==> src/rtl/fp_normalize_round.sv <==
// -----------------------------------------------------------------------------
// fp_normalize_round
// Multi-cycle normalise-and-round stage of the binary32 adder. It takes the
// signed-magnitude sum from the mantissa add/sub stage. The mantissa is shifted
// one bit per cycle until the hidden bit is set (or the exponent reaches the
// denormal floor). The result is then rounded to nearest-even and packed into
// an IEEE-754 word.
//
// Ports
//   clk        in   clock, rising edge
//   res        in   asynchronous active-low reset
//   in_valid   in   operand present (taken only while in_ready=1)
//   in_ready   out  high only while idle
//   sign_in    in   result sign
//   exp_in     in   biased exponent, 1..254
//   mant_in    in   [26] carry, [25] hidden, [24:2] fraction, [1] guard, [0] sticky
//   out_valid  out  one-cycle pulse, result/ovf/unf valid while high
//   result     out  packed {sign, exp[7:0], frac[22:0]}
//   ovf        out  result rounded to infinity
//   unf        out  denormal (or zero) result from a non-zero input
// -----------------------------------------------------------------------------
module fp_normalize_round (
  input  logic        clk,
  input  logic        res,
  input  logic        in_valid,
  output logic        in_ready,
  input  logic        sign_in,
  input  logic [7:0]  exp_in,
  input  logic [26:0] mant_in,
  output logic        out_valid,
  output logic [31:0] result,
  output logic        ovf,
  output logic        unf
);

  typedef enum logic [1:0] {
    IDLE  = 2'd0,
    NORM  = 2'd1,
    ROUND = 2'd2,
    DONE  = 2'd3
  } state_t;

  state_t      state_q, state_d;
  logic        s_q, s_d;
  logic [8:0]  e_q, e_d;
  logic [26:0] m_q, m_d;
  logic [31:0] result_q, result_d;
  logic        ovf_q, ovf_d;
  logic        unf_q, unf_d;
  logic        out_valid_q, out_valid_d;
  logic        in_ready_q, in_ready_d;

  logic        round_up_s;
  logic [24:0] r_s;
  logic [8:0]  e_rnd_s;

  // Rounding datapath, always computed from the current mantissa
  always_comb begin
    // nearest-even: round up on guard when sticky or the LSB makes it odd
    round_up_s = m_q[1] & (m_q[0] | m_q[2]);
    r_s        = {1'b0, m_q[25:2]} + {24'd0, round_up_s};
    // a carry out of the rounded significand bumps the exponent
    e_rnd_s    = e_q + {8'd0, r_s[24]};
  end

  // Next-state, datapath and output decode
  always_comb begin
    state_d     = state_q;
    s_d         = s_q;
    e_d         = e_q;
    m_d         = m_q;
    result_d    = result_q;
    ovf_d       = ovf_q;
    unf_d       = unf_q;
    out_valid_d = 1'b0;

    case (state_q)
      IDLE: begin
        if (in_valid) begin
          s_d     = sign_in;
          e_d     = {1'b0, exp_in};
          m_d     = mant_in;
          state_d = NORM;
        end else begin
          state_d = IDLE;
        end
      end

      NORM: begin
        if (m_q == 27'd0) begin
          state_d = ROUND;
        end else if (m_q[26]) begin
          // fold the bit shifted out into sticky so rounding stays exact
          m_d = {1'b0, m_q[26:2], m_q[1] | m_q[0]};
          e_d = e_q + 9'd1;
        end else if (m_q[25]) begin
          state_d = ROUND;
        end else if (e_q == 9'd1) begin
          // exponent floor reached: leave it as a denormal
          state_d = ROUND;
        end else begin
          m_d = {m_q[25:0], 1'b0};
          e_d = e_q - 9'd1;
        end
      end

      ROUND: begin
        out_valid_d = 1'b1;
        state_d     = DONE;
        e_d         = e_rnd_s;
        if (m_q == 27'd0) begin
          // a zero mantissa can only come from a zero input
          result_d = {s_q, 31'd0};
          ovf_d    = 1'b0;
          unf_d    = 1'b0;
        end else if (!m_q[25]) begin
          // denormal path: e is 1 here; rounding may promote to the smallest normal
          result_d = {s_q, 7'd0, r_s[23], r_s[22:0]};
          ovf_d    = 1'b0;
          unf_d    = ~r_s[23];
        end else if (e_rnd_s >= 9'd255) begin
          result_d = {s_q, 8'hFF, 23'd0};
          ovf_d    = 1'b1;
          unf_d    = 1'b0;
        end else begin
          // on a rounding carry r_s[22:0] is already zero
          result_d = {s_q, e_rnd_s[7:0], r_s[22:0]};
          ovf_d    = 1'b0;
          unf_d    = 1'b0;
        end
      end

      DONE: begin
        state_d = IDLE;
      end

      default: begin
        state_d = IDLE;
      end
    endcase

    in_ready_d = (state_d == IDLE);
  end

  // State and datapath registers
  always_ff @(posedge clk or negedge res) begin
    if (!res) begin
      state_q     <= IDLE;
      s_q         <= 1'b0;
      e_q         <= 9'd0;
      m_q         <= 27'd0;
      result_q    <= 32'd0;
      ovf_q       <= 1'b0;
      unf_q       <= 1'b0;
      out_valid_q <= 1'b0;
      in_ready_q  <= 1'b1;
    end else begin
      state_q     <= state_d;
      s_q         <= s_d;
      e_q         <= e_d;
      m_q         <= m_d;
      result_q    <= result_d;
      ovf_q       <= ovf_d;
      unf_q       <= unf_d;
      out_valid_q <= out_valid_d;
      in_ready_q  <= in_ready_d;
    end
  end

  assign in_ready  = in_ready_q;
  assign out_valid = out_valid_q;
  assign result    = result_q;
  assign ovf       = ovf_q;
  assign unf       = unf_q;

endmodule

==> config.mk <==
export PLATFORM = sky130hd
export DESIGN_NAME = fp_normalize_round
export DESIGN_NICKNAME = d
export VERILOG_FILES = /design/src/rtl/fp_normalize_round.sv
export SDC_FILE = /design/constraint.sdc
export NUM_CORES = 1
export LEC_CHECK = 0
export BUFFER_PORTS_ARGS = -buffer_cell sky130_fd_sc_hd__buf_2
export CORE_ASPECT_RATIO = 1.5
export CORE_UTILIZATION = 40
export DETAILED_ROUTE_END_ITERATION = 10
export PLACE_DENSITY = 0.65
export SLEW_MARGIN = 20
export SYNTH_ARGS = -nofsm -noshare
export SYNTH_HDL_FRONTEND = slang
export SYNTH_SLANG_ARGS = --single-unit
==> constraint.sdc <==
create_clock -name clk -period 2.9 [get_ports clk]
set_input_delay 0.145 -clock clk [delete_from_list [all_inputs] [get_ports clk]]
set_output_delay 0.145 -clock clk [all_outputs]
set_load 0.01 [all_outputs]
; Yosys cells after proc, flatten, opt, wreduce, memory -nomap -nowiden
; Index checks and enable logic that the tools add are counted.
[totals]
inputBits = 39
word_cells = 63
ff_bits = 75
output_inout_bits = 36
[op_classes]
reduce_logical = 9
bitwise = 4
n_addsub = 4
magnitude_cmp = 1
eq_ne = 8
n_mux = 27
[ops]
columns = operator, n
row1 = 31-bit 2-to-1 mux, 3
row2 = 26-bit 2-to-1 mux, 3
row3 = 27-bit 2-to-1 mux, 2
row4 = 27-bit case mux with 2 select lines, 1
row5 = 9-bit 2-to-1 mux, 5
row6 = 27-bit logical NOT, 1
row7 = 9-bit case mux with 3 select lines, 1
row8 = 24-bit by 1-bit adder with 25-bit output, 1
row9 = 5-bit AND reduction, 2
row10 = 9-bit by 1-bit adder with 9-bit output, 1
row11 = "9-bit by 1-bit adder with 9-bit output, second input constant", 1
row12 = "9-bit by 1-bit equality test with 1-bit output, second input constant", 1
row13 = "9-bit by 8-bit greater-or-equal comparator with 1-bit output, second input constant", 1
row14 = "9-bit by 1-bit subtractor with 9-bit output, second input constant", 1
row15 = 2-bit 2-to-1 mux, 4
row16 = 2-bit case mux with 4 select lines, 1
row17 = 1-bit 2-to-1 mux, 7
row18 = "3-bit inequality test, second input constant", 2
row19 = "2-bit equality test, second input constant", 2
row20 = 2-bit logical NOT, 2
row21 = "2-bit inequality test, second input constant", 2
row22 = 3-bit AND reduction, 1
row23 = 3-bit nonzero test, 1
row24 = "2-bit by 1-bit equality test with 1-bit output, second input constant", 1
row25 = 5 further kinds, 6

; Logic depth before layout (Yosys ltp)
; Gate-level depths: netlist (run 1).
[depth]
depth_word = 8
depth_mapped = 14

; Worst setup path before layout (run 1)
; No wires, ideal clock.
[synth_path]
kind = register -> register
startpoint = reg m_q[1]
endpoint = reg result_q[13] (netlist: result[13])
path_stages_with_launch = 15
t_arrival_ns = 2.899
period_less_slack_ns = 3.022
path_slack_ns = -0.122
cell_sequence = dfrtp_1 -> and2_1 -> ha_1 -> and3_1 -> clkbuf_1 -> nand4_1 -> nor2_1 -> ha_1 -> ha_1 -> xor2_1 -> nor3b_1 -> o211ai_1 -> o221ai_1 -> buf_2 -> o2bb2ai_1
[synth_between]
elab_chain_len = 7
elab_cells_between_ends = 8
[synth_rtl]
columns = element, line_no
row1 = "start, declared", 46  ; logic [26:0] m_q, m_d;
row2 = "start signal, assigned", 161  ; m_q <= m_d;
row3 = 1-bit AND, 60  ; round_up_s = m_q[1] & (m_q[0] | m_q[2]);
row4 = 24-bit by 1-bit adder with 25-bit output, 61  ; r_s = {1'b0, m_q[25:2]} + {24'd0, round_up_s};
row5 = 9-bit by 1-bit adder with 9-bit output, 63  ; e_rnd_s = e_q + {8'd0, r_s[24]};
row6 = 9-bit by 8-bit greater-or-equal comparator with 1-bit output, 121  ; end else if (e_rnd_s >= 9'd255) begin
row7 = 31-bit 2-to-1 mux, 121
row8 = 31-bit 2-to-1 mux, 116  ; end else if (!m_q[25]) begin
row9 = 31-bit 2-to-1 mux (*), 111  ; if (m_q == 27'd0) begin
row10 = "end signal, assigned", 162  ; result_q <= result_d;
row11 = "end, declared", 47  ; logic [31:0] result_q, result_d;
; Mark *: on every way between the ends. The rest lies on a longest branch, timed or not.
; A chain may end at the register's enable or synchronous reset.

; Worst setup path in the final report (run 1)
[layout_path]
startpoint = reg m_q[5]
endpoint = reg result_q[18] (netlist: result[18])
[layout_between]
elab_chain_len = 6
elab_cells_between_ends = 7
[layout_rtl]
columns = element, line_no
row1 = 24-bit by 1-bit adder with 25-bit output, 61
row2 = 9-bit by 1-bit adder with 9-bit output, 63
row3 = 9-bit by 8-bit greater-or-equal comparator with 1-bit output, 121
row4 = 31-bit 2-to-1 mux, 121
row5 = 31-bit 2-to-1 mux, 116
row6 = 31-bit 2-to-1 mux (*), 111
; Marks and branches as above.

==> metrics, run 1 <==
Fillers=1,075; vias per cell=5.98; area growth from synthesis to layout=23.8%; placed insts=684; EDFF count, synth=0; hold_buf cts=0; synth unique cells=65; dominant synthesized flop cell=dfrtp_1; Inserted Diodes=0; gr usage total=0.224; initial antenna violation count=0; final wirelength=13.5 mm; area of the die=12,200 um^2; Die H=135 um; drc violations=0; Max-slew headroom=0.344; flop and latch count out of synthesis=75; Max Buffers Root-to-Sink=2; Final Non-Filler Cells=703; worst ir drop on vdd=0.455 mV; Worst-path clk slew=0.06 ns; Final Skew=0.00821 ns; Post-synth ARST share=1.00; Seq. cell area=1880 um^2; Post-Place Setup Slack=0.0560 ns; largest net degree at the start of global routing=76; ANT nets after route=0; layout cells sized above 1=0.331; Yosys top cell by area=dfrtp_1; type of the tightest min-delay check=input pin to asynchronous set/reset pin; vias in the first global route=4,266; starting density of the core=0.411; first-pass GRT wire length=21.6 mm; finished layout cell area=5830 um^2; Startpoint Class=flop; Worst-Skew Late Latency=0.34 ns; Setup crit end kind=flop; CTS tree=yes; Worst Path Arrival=2.97 ns; Crit path max-delay family=simple AND/OR/NAND/NOR gates; LEAKAGE=2.72 nW; final setup fails=0; Core ar.=11,500 um^2; top cells by area, synth=dfrtp_1 (39%), mux2_4 (6.4%), o2bb2ai_1 (5.8%); worst endpoint required time=3.12 ns; Slew Limit Fails=0; fin crit share=0.948; critical path cell sequence=and4_4 -> and3_1 -> nand4_1 -> nor2_1 -> ha_2 -> ha_2 -> xor2_1 -> nor3b_4 -> o211ai_1 -> o221ai_2 -> buf_4 -> clkbuf_16 -> o2bb2ai_1; Detailed Route Iter0 Violations=209; RePlAce Congestion=0.926; setup ws final=0.152 ns; YS warnings=0; sequential cell area fraction in the yosys report=0.398; Syn Std Cell Area=4710 um^2; failing checks=negative hold slack; row cnt=48; f_max=0.364 GHz; Crit Path Class=flop to flop; final hold slack=-0.0322 ns; area of the multi-input gates=2600 um^2; port bufs=74; Worst Tran Pin Value=0.984 ns; Crit Path Max Fanout=11; root buf cell=clkbuf_16; pwr/cell area=1240 nW/um^2; Post-Route Setup TNS=0 ns; Post-DP Area=5420 um^2; drt pass-1 iters=5; grt ovf=0; Synth Area per Inst=10.3 um^2; Sink Count=75; post-synth top area share=0.393; most used cell, CP=ha_2; final core occ=0.509; Max Cap Viol=0; die width=90.6 um; CP bufs+invs=2; I/O Pins=75; WL/cell=19.2 um; DP HPWL=9.57 mm; via count=4,204; CTS H-tree lvls=3; worst stage delay on the critical path=0.35 ns; CTS buffer count=9; Period minus WS final=2.75 ns; NumNets Final=596; status=complete, but fails checks; Post-Synthesis Cells=457; slowest CP cell=dfrtp_1; final hold vios=50; Post-Syn Nets=505
==> per-layer routing <==
layer  track usage  share of wire  wire length [um]  up-vias
li1              -              -                 -     1924
met1         0.245           0.38              5180     2129
met3        0.0327          0.039               527       35
met4         0.122          0.035               478        0
met2         0.415           0.54              7290      116
met5             0              0                 0        -
==> final timing paths <==
kind / startpoint / endpoint / slack (ns) / cells past startpoint
hold / removal: res / result[19] / -0.03 / 1
setup reg to reg: m_q[5] / result[18] / 0.15 / 13
min in group clk: sign_in / s_q / 0.04 / 2
max in group asynchronous: res / out_valid / 2.30 / 1
hold reg to reg: result[13] / result[13] / 0.48 / 1
setup / recovery: m_q[5] / result[18] / 0.15 / 13
==> metrics by stage <==
| step | power [mW] | hold slack [ns] |
|---|---|---|
| 6_report | 7.26 | -0.0322 |
| 5_1_grt | 7.71 | 0.0374 |
| 4_1_cts | 7.20 | 0.00693 |
| 3_5_place_dp | 5.89 | 0.371 |
| 3_3_place_gp | 5.80 | 0.354 |
| 2_1_floorplan | 4.67 | -0.151 |
==> area by class of cell <==
class | count | share of cell area
Tap cell | 150 | 0.0322
Clock buffer | 10 | 0.0393
Multi-Input combinational cell | 328 | 0.446
Timing Repair Buffer | 122 | 0.133
Inverter | 12 | 0.00772
Clock inverter | 6 | 0.0195
Sequential cell | 75 | 0.322
==> layout by cell type, fill, tap and decap left out, types with 6 or more instances in the layout <==
cell type / Yosys / layout
xor2_1: 23 / 23
nor2_1: 23 / 23
o2bb2ai_1: 31 / 31
mux2_2: 6 / 6
nor3_1: 9 / 8
clkbuf_16: 0 / 10
mux2_4: 20 / 20
a21oi_1: 8 / 8
ha_1: 9 / 7
dfrtp_1: 74 / 74
and3_1: 31 / 31
nand2_1: 18 / 18
buf_4: 2 / 46
xnor2_1: 8 / 8
inv_1: 11 / 11
mux2i_1: 6 / 6
nor4_1: 6 / 6
a221o_1: 25 / 25
nand3_1: 12 / 12
o21ai_0: 12 / 12
buf_2: 14 / 73
nand4_1: 13 / 13
==> sequential cells by signal, summed over array words and instances, names as in the netlist <==
| signal | cells |
|---|---|
| ovf | 1 |
| unf | 1 |
| state_q | 2 |
| e_q | 9 |
| result | 32 |
| m_q | 27 |
| out_valid | 1 |
| in_ready | 1 |
| s_q | 1 |
==> cells in the mapped netlist (all sizes together) (4+ instances only) <==
| library cell | number |
|---|---|
| clkbuf | 21 |
| nand2 | 18 |
| dfrtp | 74 |
| a21oi | 8 |
| nor2 | 24 |
| nand2b | 4 |
| ha | 9 |
| mux2i | 6 |
| xor2 | 23 |
| and4 | 4 |
| buf | 21 |
| mux2 | 27 |
| o41ai | 4 |
| nor4 | 6 |
| inv | 11 |
| nor3 | 10 |
| xnor2 | 8 |
| o31ai | 5 |
| o21a | 4 |
| nand4 | 13 |
| or3 | 4 |
| nand3 | 12 |
| a221o | 25 |
| o2bb2ai | 31 |
| and3 | 32 |
| o21ai | 12 |
==> logic make-up after synthesis <==
group | share of synthesized area
DFF | 0.398
buffers and inverters | 0.0571
adders and majority gates | 0.0239
xor gates and xnor gates | 0.0576
and+or+nand+nor | 0.164
AOI/OAI and AO/OA | 0.206
muxes | 0.0932
==> power by group <==
group | switching, mW | internal, mW | total (mW) | leakage, nW
clock | 0.451 | 0.842 | 1.29 | 0.159
combinational | 2.12 | 1.92 | 4.04 | 1.62
sequential | 0.375 | 1.55 | 1.92 | 0.936
==> what timing repair did <==
action | 4_1_cts | 5_1_grt
buffers inserted | 0 | 2
setup endpoints to repair | 0 | 30
gates resized for setup | 0 | 7
endpoints found under the hold margin | 0 | 0
Power figures use the tool's default switching activity.
==> run 2, diff against run 1 <==
--- a/config.mk
+++ b/config.mk
@@ -9,7 +9,7 @@
 export CORE_ASPECT_RATIO = 1.5
 export CORE_UTILIZATION = 40
 export DETAILED_ROUTE_END_ITERATION = 10
-export PLACE_DENSITY = 0.65
+export PLACE_DENSITY = 0.63
 export SLEW_MARGIN = 20
 export SYNTH_ARGS = -nofsm -noshare
 export SYNTH_HDL_FRONTEND = slang
==> constraint.sdc (replaced) <==
create_clock -name clk -period 3.3 [get_ports clk]
set_input_delay 0.165 -clock clk [delete_from_list [all_inputs] [get_ports clk]]
set_output_delay 0.165 -clock clk [all_outputs]
set_load 0.01 [all_outputs]
==> run 2 against run 1 <==
Effect of this change:
- the flow still finishes with violations (negative hold slack)
- cell area decreased by 5.7%
- wire length shrank 4.7%
- register-to-register slack better by 0.08 ns
- via count fell by 4.1%
- total power is 19% lower
- critical path type unchanged
- critical endpoint is now result[23]
- largest power group unchanged
==> metrics, run 2 (synthesis gave the netlist of run 1 again) <==
status=complete, but fails checks; failing checks=negative hold slack; I/O Pins=75 (unchanged); gr usage total=0.217 (-0.00738); Post-Place Setup Slack=0.173 ns (+0.117 ns); final hold vios=34 (-32%); row cnt=48 (unchanged); CTS buffer count=9 (unchanged); layout cells sized above 1=0.284 (-0.0469); CTS tree=yes; pwr/cell area=1070 nW/um^2 (-14%); setup ws final=0.234 ns (+0.0822 ns); Crit Path Max Fanout=8 (-3); f_max=0.326 GHz (-10%); Core ar.=11,500 um^2 (unchanged); Detailed Route Iter0 Violations=223 (+6.7%); Setup crit end kind=flop; worst endpoint required time=3.49 ns (+0.37 ns); root buf cell=clkbuf_16; first-pass GRT wire length=21.1 mm (-2.4%); Fillers=1,090 (+1.4%); met2 GRT Util=0.381 (-0.0332); Max-slew headroom=0.355 (+0.0111); grt peak-use layer=met2; initial antenna violation count=0 (unchanged); drc violations=0 (unchanged); Period minus WS final=3.07 ns (+0.318 ns); Worst-path clk slew=0.06 ns (about the same); CTS H-tree lvls=3 (unchanged); Final Skew=0.00535 ns (-0.00286 ns); WL/cell=19.1 um (-0.12%); vias per cell=6.01 (+0.48%); Post-Route Setup TNS=0 ns (unchanged); placed insts=656 (-4.1%); Crit Path Class=flop to flop; die width=90.6 um (unchanged); DP HPWL=8.98 mm (-6.2%); commonest non-fill, non-tap cell in the layout=dfrtp_1; type of the tightest min-delay check=input pin to asynchronous set/reset pin; largest net degree at the start of global routing=76 (unchanged); postcts setup bufs=0 (unchanged); ANT nets after route=0 (unchanged); via count=4,032 (-4.1%); fin crit share=0.929 (-0.0186); port bufs=74 (unchanged); vias in the first global route=4,054 (-5.0%); area growth from synthesis to layout=16.7%; Final Non-Filler Cells=671 (-4.6%); Inserted Diodes=0 (unchanged); final wirelength=12.8 mm (-4.7%); RePlAce Congestion=0.900 (-2.8%); drt pass-1 iters=5 (unchanged); Worst Tran Pin Value=0.967 ns (-0.0167 ns); total power=5.87 mW (-19%); Startpoint Class=flop; M1 GR Usage=0.258 (+0.0131); routing usage on met3=0.0298 (-0.00282); Largest register FFs=32 (unchanged); NumNets Final=565 (-5.2%); Post-DP Area=5200 um^2 (-4.1%); Worst-Skew Late Latency=0.34 ns (about the same); Die H=135 um (unchanged); finished layout cell area=5500 um^2 (-5.7%); LEAKAGE=2.53 nW (-6.9%); leading cell types in the layout, fill and taps excluded=dfrtp_1 (74), buf_2 (73), and3_1 (31), o2bb2ai_1 (31), a221o_1 (25); Slew Limit Fails=0 (unchanged); grt ovf=0 (unchanged); Max Cap Viol=0 (unchanged); Sink Count=75 (unchanged); Max Buffers Root-to-Sink=2 (unchanged); final core occ=0.479 (-0.0291); starting density of the core=0.411 (unchanged); worst ir drop on vdd=0.470 mV (+3.3%); area of the die=12,200 um^2 (unchanged); final hold slack=-0.0184 ns (+0.0139 ns); RSZ-0062 raised after global routing=true; final setup fails=0 (unchanged); Worst Path Arrival=3.26 ns (+0.29 ns)
## run 2: where the power goes
| part | internal (mW) | switching, mW |
|---|---|---|
| Combinational | 1.42 | 1.56 |
| Clock | 0.582 | 0.396 |
| Sequential | 1.36 | 0.553 |
## run 2: routing by layer
metal / vias to the layer above / share of wire / wire length, um
met5: - / 0 / 0
met4: 0 / 0.028 / 361
met3: 30 / 0.042 / 544
met2: 135 / 0.52 / 6740
met1: 2005 / 0.40 / 5190
li1: 1862 / - / -
## run 2: critical path, stage by stage (launching register included)
cell and delay [ns]:
dfrtp_1 0.45, and2_1 0.16, ha_1 0.22, and3_1 0.24
nand4_1 0.11, nor2_1 0.13, ha_1 0.21, ha_1 0.26
nand2_1 0.11, o21a_1 0.20, or2_2 0.32, a41oi_1 0.35
a41oi_1 0.16
## run 2: cell type report
type / count / area (um^2) / share of cell area
clock buffer: 9 / 225 / 0.0410
sequential: 75 / 1880 / 0.342
clock inverter: 6 / 65.1 / 0.0118
multi-input combinational: 328 / 2580 / 0.470
tap: 150 / 188 / 0.0341
inverter: 12 / 45.0 / 0.00819
timing repair buffer: 91 / 513 / 0.0933
## run 2: repair_timing
action                     in CTS  in global routing
hold buffers                    0                  0
resized for setup               0                  2
setup endpoints to repair       0                 23
## run 2: path summary, 6_finish.rpt
path	start	to	slack [ns]	depth (start not counted)
max	m_q[2]	result[23]	0.23	12
min	res	m_q[16]	-0.02	1
max reg2reg	m_q[2]	result[23]	0.23	12
min reg2reg	result[14]	result[14]	0.48	1
max in group asynchronous	res	result[1]	2.70	1
min in group clk	sign_in	s_q	0.06	2
